[src/rtl/branch_pc_unit.sv]
// Program counter owner with branch resolution: waits for the CON flop to settle,
// then adds the sign-extended displacement when the branch is taken.
module branch_pc_unit #(
    parameter logic [31:0] PC_RESET    = 32'h0000_0000,
    parameter int          CON_TIMEOUT = 8
) (
    input  logic        clock,
    input  logic        clear,
    input  logic [31:0] IR_bits,
    input  logic        br_start,
    input  logic        con_valid,
    input  logic        CON,
    input  logic        pc_inc,
    input  logic        pc_load,
    input  logic [31:0] BusMuxOut,
    output logic [31:0] PC_out,
    output logic        busy,
    output logic        taken,
    output logic        redirect,
    output logic        timeout_err
);

    typedef enum logic [1:0] {IDLE, WAIT_CON, APPLY} state_t;

    localparam logic [7:0] TIMEOUT_LAST = 8'(CON_TIMEOUT - 1);

    state_t      state;
    logic [31:0] offset;
    logic [7:0]  wait_cnt;
    logic        pending;

    // Only the low 19 bits carry the displacement.
    logic unused_ir_upper;
    assign unused_ir_upper = ^IR_bits[31:19];

    assign busy = (state != IDLE);

    always_ff @(posedge clock) begin
        if (clear) begin
            state       <= IDLE;
            PC_out      <= PC_RESET;
            offset      <= 32'd0;
            wait_cnt    <= 8'd0;
            pending     <= 1'b0;
            taken       <= 1'b0;
            redirect    <= 1'b0;
            timeout_err <= 1'b0;
        end else begin
            redirect <= 1'b0;
            case (state)
                IDLE: begin
                    if (pc_load)
                        PC_out <= BusMuxOut;
                    else if (pc_inc)
                        PC_out <= PC_out + 32'd1;
                    if (br_start) begin
                        offset      <= {{13{IR_bits[18]}}, IR_bits[18:0]};
                        timeout_err <= 1'b0;
                        wait_cnt    <= 8'd0;
                        state       <= WAIT_CON;
                    end
                end
                WAIT_CON: begin
                    // An absolute load abandons the branch; con_valid beats the timeout.
                    if (pc_load) begin
                        PC_out <= BusMuxOut;
                        state  <= IDLE;
                    end else if (con_valid) begin
                        pending <= CON;
                        state   <= APPLY;
                    end else begin
                        wait_cnt <= wait_cnt + 8'd1;
                        if (wait_cnt == TIMEOUT_LAST) begin
                            timeout_err <= 1'b1;
                            state       <= IDLE;
                        end
                    end
                end
                APPLY: begin
                    taken    <= pending;
                    redirect <= pending;
                    if (pending)
                        PC_out <= PC_out + offset;
                    state <= IDLE;
                end
                default: state <= IDLE;
            endcase
        end
    end

endmodule

[config.mk]
export PLATFORM = sky130hd
export DESIGN_NAME = branch_pc_unit
export DESIGN_NICKNAME = d
export VERILOG_FILES = /design/src/rtl/branch_pc_unit.sv
export SDC_FILE = /design/constraint.sdc
export NUM_CORES = 1
export LEC_CHECK = 0
export ABC_AREA = 1
export BUFFER_PORTS_ARGS = -buffer_cell sky130_fd_sc_hd__buf_2
export CORE_ASPECT_RATIO = 1.4
export CORE_MARGIN = 4
export CORE_UTILIZATION = 58
export CTS_BUF_LIST = sky130_fd_sc_hd__clkbuf_4 sky130_fd_sc_hd__clkbuf_8 sky130_fd_sc_hd__clkbuf_16
export CTS_CLUSTER_DIAMETER = 100
export DETAILED_ROUTE_END_ITERATION = 6
export PLACE_DENSITY_LB_ADDON = 0.12
export RECOVER_POWER = 25
export SLEW_MARGIN = 15
export SYNTH_ARGS = -nofsm -noshare
export SYNTH_HDL_FRONTEND = slang
export SYNTH_SLANG_ARGS = --single-unit
[constraint.sdc]
create_clock -name clock -period 2.3 [get_ports clock]
set_input_delay 0.345 -clock clock [delete_from_list [all_inputs] [get_ports clock]]
set_output_delay 0.345 -clock clock [all_outputs]
set_load 0.1 [all_outputs]
==> impl_metrics.py, run 1 <==
metrics = {
    "synth": {
        "ys_seq_area_frac": 0.198,
        "yosys.area.top_type": "nand2_1",
        "netlist-cell-type-count": 41,
        "synth_area_um2": 6570,
        "ys_ff_latch": 65,
        "yosys-top-cells-area": "nand2_1, dfxtp_1, inv_1, nor2_1, ha_1",
        "syn_nets": 1296,
        "syn_inst": 1187,
        "synth_warnings": 0,
        "synth_top_area_frac": 0.215,
        "avgSynthCellArea_um2": 5.54,
    },
    "setup_path": {
        "worstPathRequired_ns": 2.56,
        "timing.rr.end": "PC_out[27]",
        "rr_startpoint": "offset[18]",
        "arrival_ns": 2.43,
        "reg2reg_slack_ns": 0.13,
        "start_kind": "flop",
        "worst_setup_path_end_kind": "flop",
        "critPathMaxFanout": 14,
        "path_class": "reg -> reg",
        "rr_worst_depth": 12,
    },
    "global_route": {
        "antenna_found_initial": 0,
        "track_usage": 0.340,
        "grt_max_degree": 43,
        "grt-ovfl-total": 0,
        "grt_pass1_vias": 7398,
        "grt_pass1_wl_um": 36100,
    },
    "floorplanning": {
        "die_width_um": 98.0,
        "initial_core_util": 0.599,
        "io_pins": 107,
        "placement_rows": 45,
        "die_height_um": 134,
        "core_area_um2": 11000,
        "die_area_um2": 13100,
    },
    "timing": {
        "worst_pin_slew_ns": 1.19,
        "period_share": 0.942,
        "fmax_ghz": 0.461,
        "hold_ws_ns": 0.245,
        "worst_clock_skew_ns": 0.00715,
        "fin_crit_ns": 2.17,
        "rsz0062_at_grt": "false",
        "slew_headroom": 0.208,
        "finalSetupViolCount": 0,
        "finalHoldViolations": 0,
        "drv_slew": 0,
        "final.setup.tns_ns": 0,
    },
    "detailed_routing": {
        "post_drt_wl_per_cell_um": 15.6,
        "vias": 8010,
        "via_per_inst": 5.54,
        "wl_um": 22500,
        "dr.first_iter.drc_count": 525,
        "antenna_left": 0,
        "firstDrtPassIters": 5,
        "drc": 0,
    },
    "cts": {
        "clock-sinks": 65,
        "postCtsSetupRepairBufs": 0,
        "clk_pin_slew_worst_paths_ns": 0.06,
        "root_buffer": "clkbuf_16",
        "h-tree-depth": 3,
        "cts_tree": "done",
        "cts_buffers": 9,
        "max-clock-path-buffers": 2,
        "clk_latency_ns": 0.34,
    },
    "hold_path": {
        "hp-class": "in -> reg",
        "worstHoldEndpoint": "wait_cnt[1]",
        "worstHoldStart": "clear",
        "hold_path_depth": 2,
    },
    "final_layout": {
        "layout-drive-gt1-share": 0.172,
        "final_util": 0.711,
        "syn_to_final_growth_pct": 18.8,
        "final_cell_mix": "nand2_1, inv_1, nor2_1",
        "stdcell_count": 1445,
        "final_nets": 1408,
        "multi_input_area_um2": 4550,
        "seq_area_um2": 1340,
        "antenna_cells": 0,
        "final_common_cell": "nand2_1",
        "fill_cells": 1097,
    },
    "placed_design": {
        "portBuffers": 93,
        "gp_congestion": 0.996,
        "placedCellCount": 1429,
        "place_hpwl_um": 17900,
    },
    "pwr": {
        "power.leakage_nw": 3.99,
        "vdd_drop_max_v": 0.000942,
        "powerDensity_nw_per_um2": 954,
    },
    "run": {
        "maxCapViolCount": 0,
    },
    "outcome": {
        "status": "complete, no violations",
    },
}
metrics by stage:
step	total power [W]	worst slack, ns	cell area, µm²
final	0.00745	0.132	7810
after global routing	0.00787	0.00272	7810
after CTS	0.00739	0.0741	7780
after detailed placement	0.00597	0.0420	7470
after global placement	0.00591	0.0953	7470
after floorplan	0.00479	0.00441	6610
per-layer routing:
metal	routed length, µm	GRT usage
met1	8600	0.382
met2	11000	0.598
met3	1390	0.0479
met4	1540	0.216
met5	0	0
layout make-up:
cell class	count	share of cell area
multi-input cells	922	0.582
flip-flops and latches	65	0.171
repair buffers	136	0.105
inverters	165	0.0798
clock buffers	10	0.0306
well taps	141	0.0226
clock inverters	6	0.00866
kinds of logic after synthesis:
family | after synthesis | share of synthesized area
flops | 65 | 0.198
compound gates | 218 | 0.177
fa+ha+maj | 38 | 0.0735
simple gates | 648 | 0.411
buf+inv | 200 | 0.116
xor+xnor | 18 | 0.0240
synth_stat cells, drive strengths merged:
cell	count
a21o	1
a21oi	99
a22oi	1
a31oi	9
a32o	2
and2	1
buf	10
clkbuf	25
dfxtp	65
fa	1
ha	37
inv	165
nand2	378
nand3	69
nand3b	3
nand4	9
nor2	160
nor3	17
nor3b	1
nor4	4
o211ai	2
o21ai	97
o21bai	3
o22ai	4
or2	6
xnor2	7
xor2	11
worst max-delay path, stage by stage, from the launching register on:
cell     delay (ns)
dfxtp_1        0.33
buf_12         0.16
ha_1           0.38
nand2_1        0.11
nor2_1         0.20
inv_1          0.08
nor3_1         0.20
nand2_1        0.09
nand3_1        0.10
nand3_1        0.19
nand2_1        0.11
nand2_1        0.05
a21oi_1        0.11
sequential cells by signal, indices dropped and copies added, names as in the netlist:
name and count:
taken 1, redirect 1, pending 1, wait_cnt 8
offset 19, timeout_err 1, state 2, PC_out 32
power breakdown:
| group | internal, W | leakage, nW | total (W) | switching, W |
|---|---|---|---|---|
| clock network | 0.000870 | 0.145 | 0.00142 | 0.000549 |
| registers | 0.00138 | 0.545 | 0.00167 | 0.000287 |
| logic | 0.00118 | 3.30 | 0.00436 | 0.00318 |
worst max-delay path by stage:
stage,slack (ns),end,from
final,0.13,PC_out[27],offset[18]
after global routing,0.003,PC_out[25],offset[18]
after CTS,0.07,PC_out[14],PC_out[0]
after detailed placement,0.04,PC_out[14],PC_out[0]
after global placement,0.1,PC_out[14],PC_out[0]
after floorplan,0.004,PC_out[31],PC_out[30]
what timing repair did:
item,in CTS,in global routing
hold buffers,0,0
setup endpoints to repair,0,11
gates resized for setup,0,13
Power figures use the tool's default switching activity.
==> run 2, diff against run 1 <==
--- a/config.mk
+++ b/config.mk
@@ -13,7 +13,7 @@
 export CTS_BUF_LIST = sky130_fd_sc_hd__clkbuf_4 sky130_fd_sc_hd__clkbuf_8 sky130_fd_sc_hd__clkbuf_16
 export CTS_CLUSTER_DIAMETER = 100
 export DETAILED_ROUTE_END_ITERATION = 6
-export PLACE_DENSITY_LB_ADDON = 0.12
+export PLACE_DENSITY_LB_ADDON = 0.2
 export RECOVER_POWER = 25
 export SLEW_MARGIN = 15
 export SYNTH_ARGS = -nofsm -noshare
==> run 2 against run 1 <==
Against the previous run:
- non-clock buffer count is 4 higher
- sequential share of layout area decreased by 0.095 points
- clock skew up 0.0036 ns
- sequential cell count unchanged
- core utilization is 0.40 points higher
- hold slack improved by 0.0018 ns
- final cell count up 0.28%
- die area is the same
- global-route usage up 0.12 points
- via count increased by 0.75%
- clock-buffer cell count decreased by 1
- first-iteration DRC count increased by 21%
- highest routed layer unchanged
==> impl_metrics.py, run 2 (same netlist as run 1, synthesis figures left out) <==
metrics = {
    "outcome": {
        "status": "complete, no violations",
    },
    "detailed_routing": {
        "post_drt_wl_per_cell_um": 15.5,
        "wl_um": 22500,
        "antenna_left": 0,
        "drc": 0,
        "firstDrtPassIters": 5,
        "via_per_inst": 5.57,
        "dr.first_iter.drc_count": 636,
        "vias": 8070,
    },
    "final_layout": {
        "top_register": "PC_out",
        "fill_cells": 1065,
        "reg_top3": "PC_out: 32 flops, offset: 19 flops, wait_cnt: 8 flops",
        "final_common_cell": "nand2_1",
        "syn_to_final_growth_pct": 19.5,
        "antenna_cells": 0,
        "largest_reg_flops": 32,
        "seq_area_um2": 1340,
        "multi_input_area_um2": 4560,
        "layout-drive-gt1-share": 0.177,
        "final_cell_mix": "nand2_1, inv_1, nor2_1",
        "final_nets": 1412,
        "stdcell_count": 1449,
    },
    "placed_design": {
        "gp_congestion": 1.01,
        "place_hpwl_um": 17900,
        "placedCellCount": 1432,
        "portBuffers": 93,
        "place_ws_ns": 0.102,
    },
    "floorplanning": {
        "io_pins": 107,
        "die_height_um": 134,
        "die_width_um": 98.0,
        "placement_rows": 45,
        "core_area_um2": 11000,
        "die_area_um2": 13100,
        "initial_core_util": 0.599,
    },
    "run": {
        "maxCapViolCount": 0,
    },
    "timing": {
        "worst_pin_slew_ns": 1.20,
        "rsz0062_at_grt": "true",
        "worst_clock_skew_ns": 0.0108,
        "drv_slew": 0,
        "slew_headroom": 0.202,
        "period_share": 0.943,
        "fin_ws_ns": 0.131,
        "fin_crit_ns": 2.17,
        "finalHoldViolations": 0,
        "hold_ws_ns": 0.247,
        "finalSetupViolCount": 0,
        "fmax_ghz": 0.461,
    },
    "cts": {
        "max-clock-path-buffers": 2,
        "clock-sinks": 65,
        "root_buffer": "clkbuf_16",
        "cts_buffers": 9,
        "clk_latency_ns": 0.34,
        "cts_tree": "done",
        "h-tree-depth": 3,
        "clk_pin_slew_worst_paths_ns": 0.06,
    },
    "global_route": {
        "antenna_found_initial": 0,
        "grt_pass1_wl_um": 36100,
        "grt_max_degree": 43,
        "grt_pass1_vias": 7515,
        "grt-ovfl-total": 0,
        "track_usage": 0.341,
    },
    "hold_path": {
        "hp-class": "in -> reg",
    },
    "setup_path": {
        "arrival_ns": 2.43,
        "start_kind": "flop",
        "path_class": "reg -> reg",
        "worst_setup_path_end_kind": "flop",
        "critPathMaxFanout": 6,
        "worstPathRequired_ns": 2.57,
    },
    "pwr": {
        "vdd_drop_max_v": 0.000804,
        "powerDensity_nw_per_um2": 951,
        "power.leakage_nw": 4.02,
    },
}
## run 2: final timing paths
kind / from / to / slack, ns / depth (start not counted)
min reg2reg: wait_cnt[6] / wait_cnt[6] / 0.45 / 1
min: clear / state[0] / 0.25 / 2
max: PC_out[0] / PC_out[24] / 0.13 / 15
max reg2reg: PC_out[0] / PC_out[24] / 0.13 / 15
## run 2: timing repair
| item | in CTS | in global routing |
|---|---|---|
| hold buffers | 0 | 0 |
| gates resized for setup | 0 | 17 |
| setup buffers | 0 | 1 |
| endpoints found under the setup margin | 0 | 12 |
## run 2: area by class of cell
class / count / area share
clock buffer: 9 / 0.0287
clock inverter: 7 / 0.0100
inverter: 165 / 0.0794
multi-input combinational: 922 / 0.581
sequential: 65 / 0.170
tap: 141 / 0.0225
timing repair buffer: 140 / 0.108
## run 2: critical path, stage by stage, from the launching register on
cell     delay, ns
dfxtp_2       0.34
ha_2          0.20
fa_1          0.38
nand3_1       0.12
nand3_2       0.13
nand2_1       0.09
nand2_1       0.09
nand2_1       0.08
nand2_1       0.11
nand2_2       0.09
nand2_1       0.05
nand2_1       0.06
nand3_1       0.10
nand2_1       0.09
nand2_1       0.06
a21oi_2       0.11
## run 2: metal layers
layer / wire length (µm) / track usage / vias to the layer above
li1: - / - / 4035
met1: 8600 / 0.381 / 3611
met2: 10900 / 0.594 / 334
met3: 1330 / 0.0484 / 90
met4: 1670 / 0.234 / 0
met5: 0 / 0 / -
## run 2: stage by stage
stage	power, W	TNS (ns)	area (µm²)	utilization
floorplan	0.00479	0	6610	-
global placement	0.00593	0	7490	0.683
detailed placement	0.00598	0	7490	0.683
CTS	0.00740	0	7800	0.710
global route	0.00791	-0.103	7850	0.715
finish	0.00746	0	7850	0.715
## run 2: power by group
group	leakage, nW	internal, W	switching (W)
registers	0.545	0.00138	0.000254
clock network	0.138	0.000846	0.000563
logic	3.34	0.00121	0.00322
total	4.02	0.00343	0.00403
==> run 3, diff against run 2 <==
--- a/config.mk
+++ b/config.mk
@@ -14,7 +14,6 @@
 export CTS_CLUSTER_DIAMETER = 100
 export DETAILED_ROUTE_END_ITERATION = 6
 export PLACE_DENSITY_LB_ADDON = 0.2
-export RECOVER_POWER = 25
 export SLEW_MARGIN = 15
 export SYNTH_ARGS = -nofsm -noshare
 export SYNTH_HDL_FRONTEND = slang
==> run 3 against run 2 <==
Against the previous run:
- maximum frequency increased by 0.24%
- clock skew fell by 0.00095 ns
- register-to-register slack hardly changed
- sequential power barely moved
- die area is the same
- sequential cell count did not move
- worst setup slack better by 0.0051 ns
- first-iteration DRC count down 2.4%
- critical endpoint unchanged
- largest power group unchanged
- highest routed layer unchanged
==> impl_metrics.py, run 3 (same netlist as run 1, synthesis figures left out) <==
metrics = {
    "cts": {
        "h-tree-depth": 3,
        "clk_pin_slew_worst_paths_ns": 0.06,
        "cts_hold_buf": 0,
        "clock-sinks": 65,
        "cts_tree": "done",
        "clk_latency_ns": 0.34,
        "max-clock-path-buffers": 2,
        "cts_buffers": 9,
        "root_buffer": "clkbuf_16",
    },
    "detailed_routing": {
        "firstDrtPassIters": 5,
        "drc": 0,
        "post_drt_wl_per_cell_um": 15.6,
        "vias": 8077,
        "antenna_left": 0,
        "wl_um": 22600,
        "dr.first_iter.drc_count": 621,
        "via_per_inst": 5.57,
    },
    "setup_path": {
        "timing.rr.end": "PC_out[24]",
        "rr_startpoint": "PC_out[0]",
        "rr_worst_depth": 15,
        "path_class": "reg -> reg",
        "crit_chain": "ha_2 -> fa_1 -> nand3_1 -> nand3_2 -> nand2_1 -> nand2_1 -> nand2_1 -> nand2_1 -> nand2_2 -> nand2_1 -> nand2_1 -> nand3_1 -> nand2_1 -> nand2_1 -> a21oi_2",
        "cp-startpoint": "PC_out[0]",
        "worst_setup_path_end_kind": "flop",
        "arrival_ns": 2.43,
        "cpPeakStageDelay_ns": 0.38,
        "worstPathRequired_ns": 2.57,
        "slowest_stage": "fa_1",
        "crit_end": "PC_out[24]",
        "reg2reg_slack_ns": 0.14,
        "cpMostUsedCell": "nand2_1",
        "critPathMaxFanout": 6,
        "start_kind": "flop",
    },
    "timing": {
        "period_share": 0.941,
        "drv_slew": 0,
        "fin_ws_ns": 0.136,
        "final.setup.tns_ns": 0,
        "worst_clock_skew_ns": 0.00983,
        "slew_headroom": 0.665,
        "fin_crit_ns": 2.16,
        "rsz0062_at_grt": "true",
        "worst_pin_slew_ns": 0.506,
        "fmax_ghz": 0.462,
        "finalHoldViolations": 0,
        "finalSetupViolCount": 0,
    },
    "pwr": {
        "powerDensity_nw_per_um2": 951,
        "power.leakage_nw": 4.04,
        "vdd_drop_max_v": 0.000807,
    },
    "final_layout": {
        "final_area_um2": 7860,
        "multi_input_area_um2": 4560,
        "reg_top3": "PC_out: 32 flops, offset: 19 flops, wait_cnt: 8 flops",
        "layout-drive-gt1-share": 0.180,
        "final_nets": 1412,
        "final_cell_mix": "nand2_1, inv_1, nor2_1",
        "final_util": 0.716,
        "top_register": "PC_out",
        "final_common_cell": "nand2_1",
        "fill_cells": 1062,
        "syn_to_final_growth_pct": 19.6,
        "antenna_cells": 0,
        "seq_area_um2": 1340,
        "largest_reg_flops": 32,
    },
    "placed_design": {
        "gp_congestion": 1.01,
        "place_hpwl_um": 17900,
        "place_ws_ns": 0.102,
        "postPlaceCellArea_um2": 7490,
        "portBuffers": 93,
    },
    "global_route": {
        "grt-ovfl-total": 0,
        "grt_pass1_vias": 7515,
        "grt_max_degree": 43,
        "antenna_found_initial": 0,
        "track_usage": 0.341,
        "grt_pass1_wl_um": 36100,
    },
    "floorplanning": {
        "core_area_um2": 11000,
        "io_pins": 107,
        "die_width_um": 98.0,
        "die_height_um": 134,
        "placement_rows": 45,
        "initial_core_util": 0.599,
        "die_area_um2": 13100,
    },
    "run": {
        "maxCapViolCount": 0,
    },
    "outcome": {
        "status": "complete, no violations",
    },
    "hold_path": {
        "hp-class": "in -> reg",
    },
}
-- run 3: layout make-up --
class	instances	share of cell area
clock buffer	9	0.0287
inverter	165	0.0793
clock inverter	7	0.0100
timing repair buffer	140	0.109
multi-input combinational	922	0.581
tap	141	0.0224
sequential	65	0.170
-- run 3: power breakdown --
group	internal, W	total (W)	leakage (nW)	switching [W]
Sequential	0.00138	0.00163	0.545	0.000253
Clock	0.000846	0.00141	0.138	0.000567
Combinational	0.00121	0.00443	3.36	0.00322
Total	0.00344	0.00747	4.04	0.00404
-- run 3: worst min-delay path by stage --
stage,from,endpoint,slack (ns),depth (start not counted)
3_3_place_gp,wait_cnt[6],wait_cnt[6],0.43,1
6_report,clear,state[0],0.24,2
5_1_grt,clear,state[0],0.25,2
3_5_place_dp,wait_cnt[6],wait_cnt[6],0.44,1
4_1_cts,clear,state[0],0.24,2
2_1_floorplan,clear,state[0],0.41,1
-- run 3: through the flow --
step                      std cells  hold WS [ns]  total power, W
after floorplan                1187         0.414         0.00479
after global placement         1432         0.434         0.00593
after detailed placement       1432         0.441         0.00598
after CTS                      1448         0.236         0.00740
after global routing           1449         0.252         0.00791
final                          1449         0.243         0.00747
-- run 3: layer usage --
metal | global-route usage | vias up | share of wire
li1 | - | 4032 | -
met1 | 0.381 | 3601 | 0.38
met2 | 0.594 | 352 | 0.48
met3 | 0.0484 | 92 | 0.063
met4 | 0.234 | 0 | 0.076
met5 | 0 | - | 0
-- run 3: critical path, delay by kind of cell, from the launching register on --
family          cells  cell delay, ns
compound gates      1            0.11
fa+ha+maj           2            0.58
flops               1            0.35
simple gates       12            1.07
-- run 3: repair_timing --
action                                  in CTS  in global routing
resized for setup                            0                 17
buffers inserted                             0                  1
endpoints found under the setup margin       0                 12
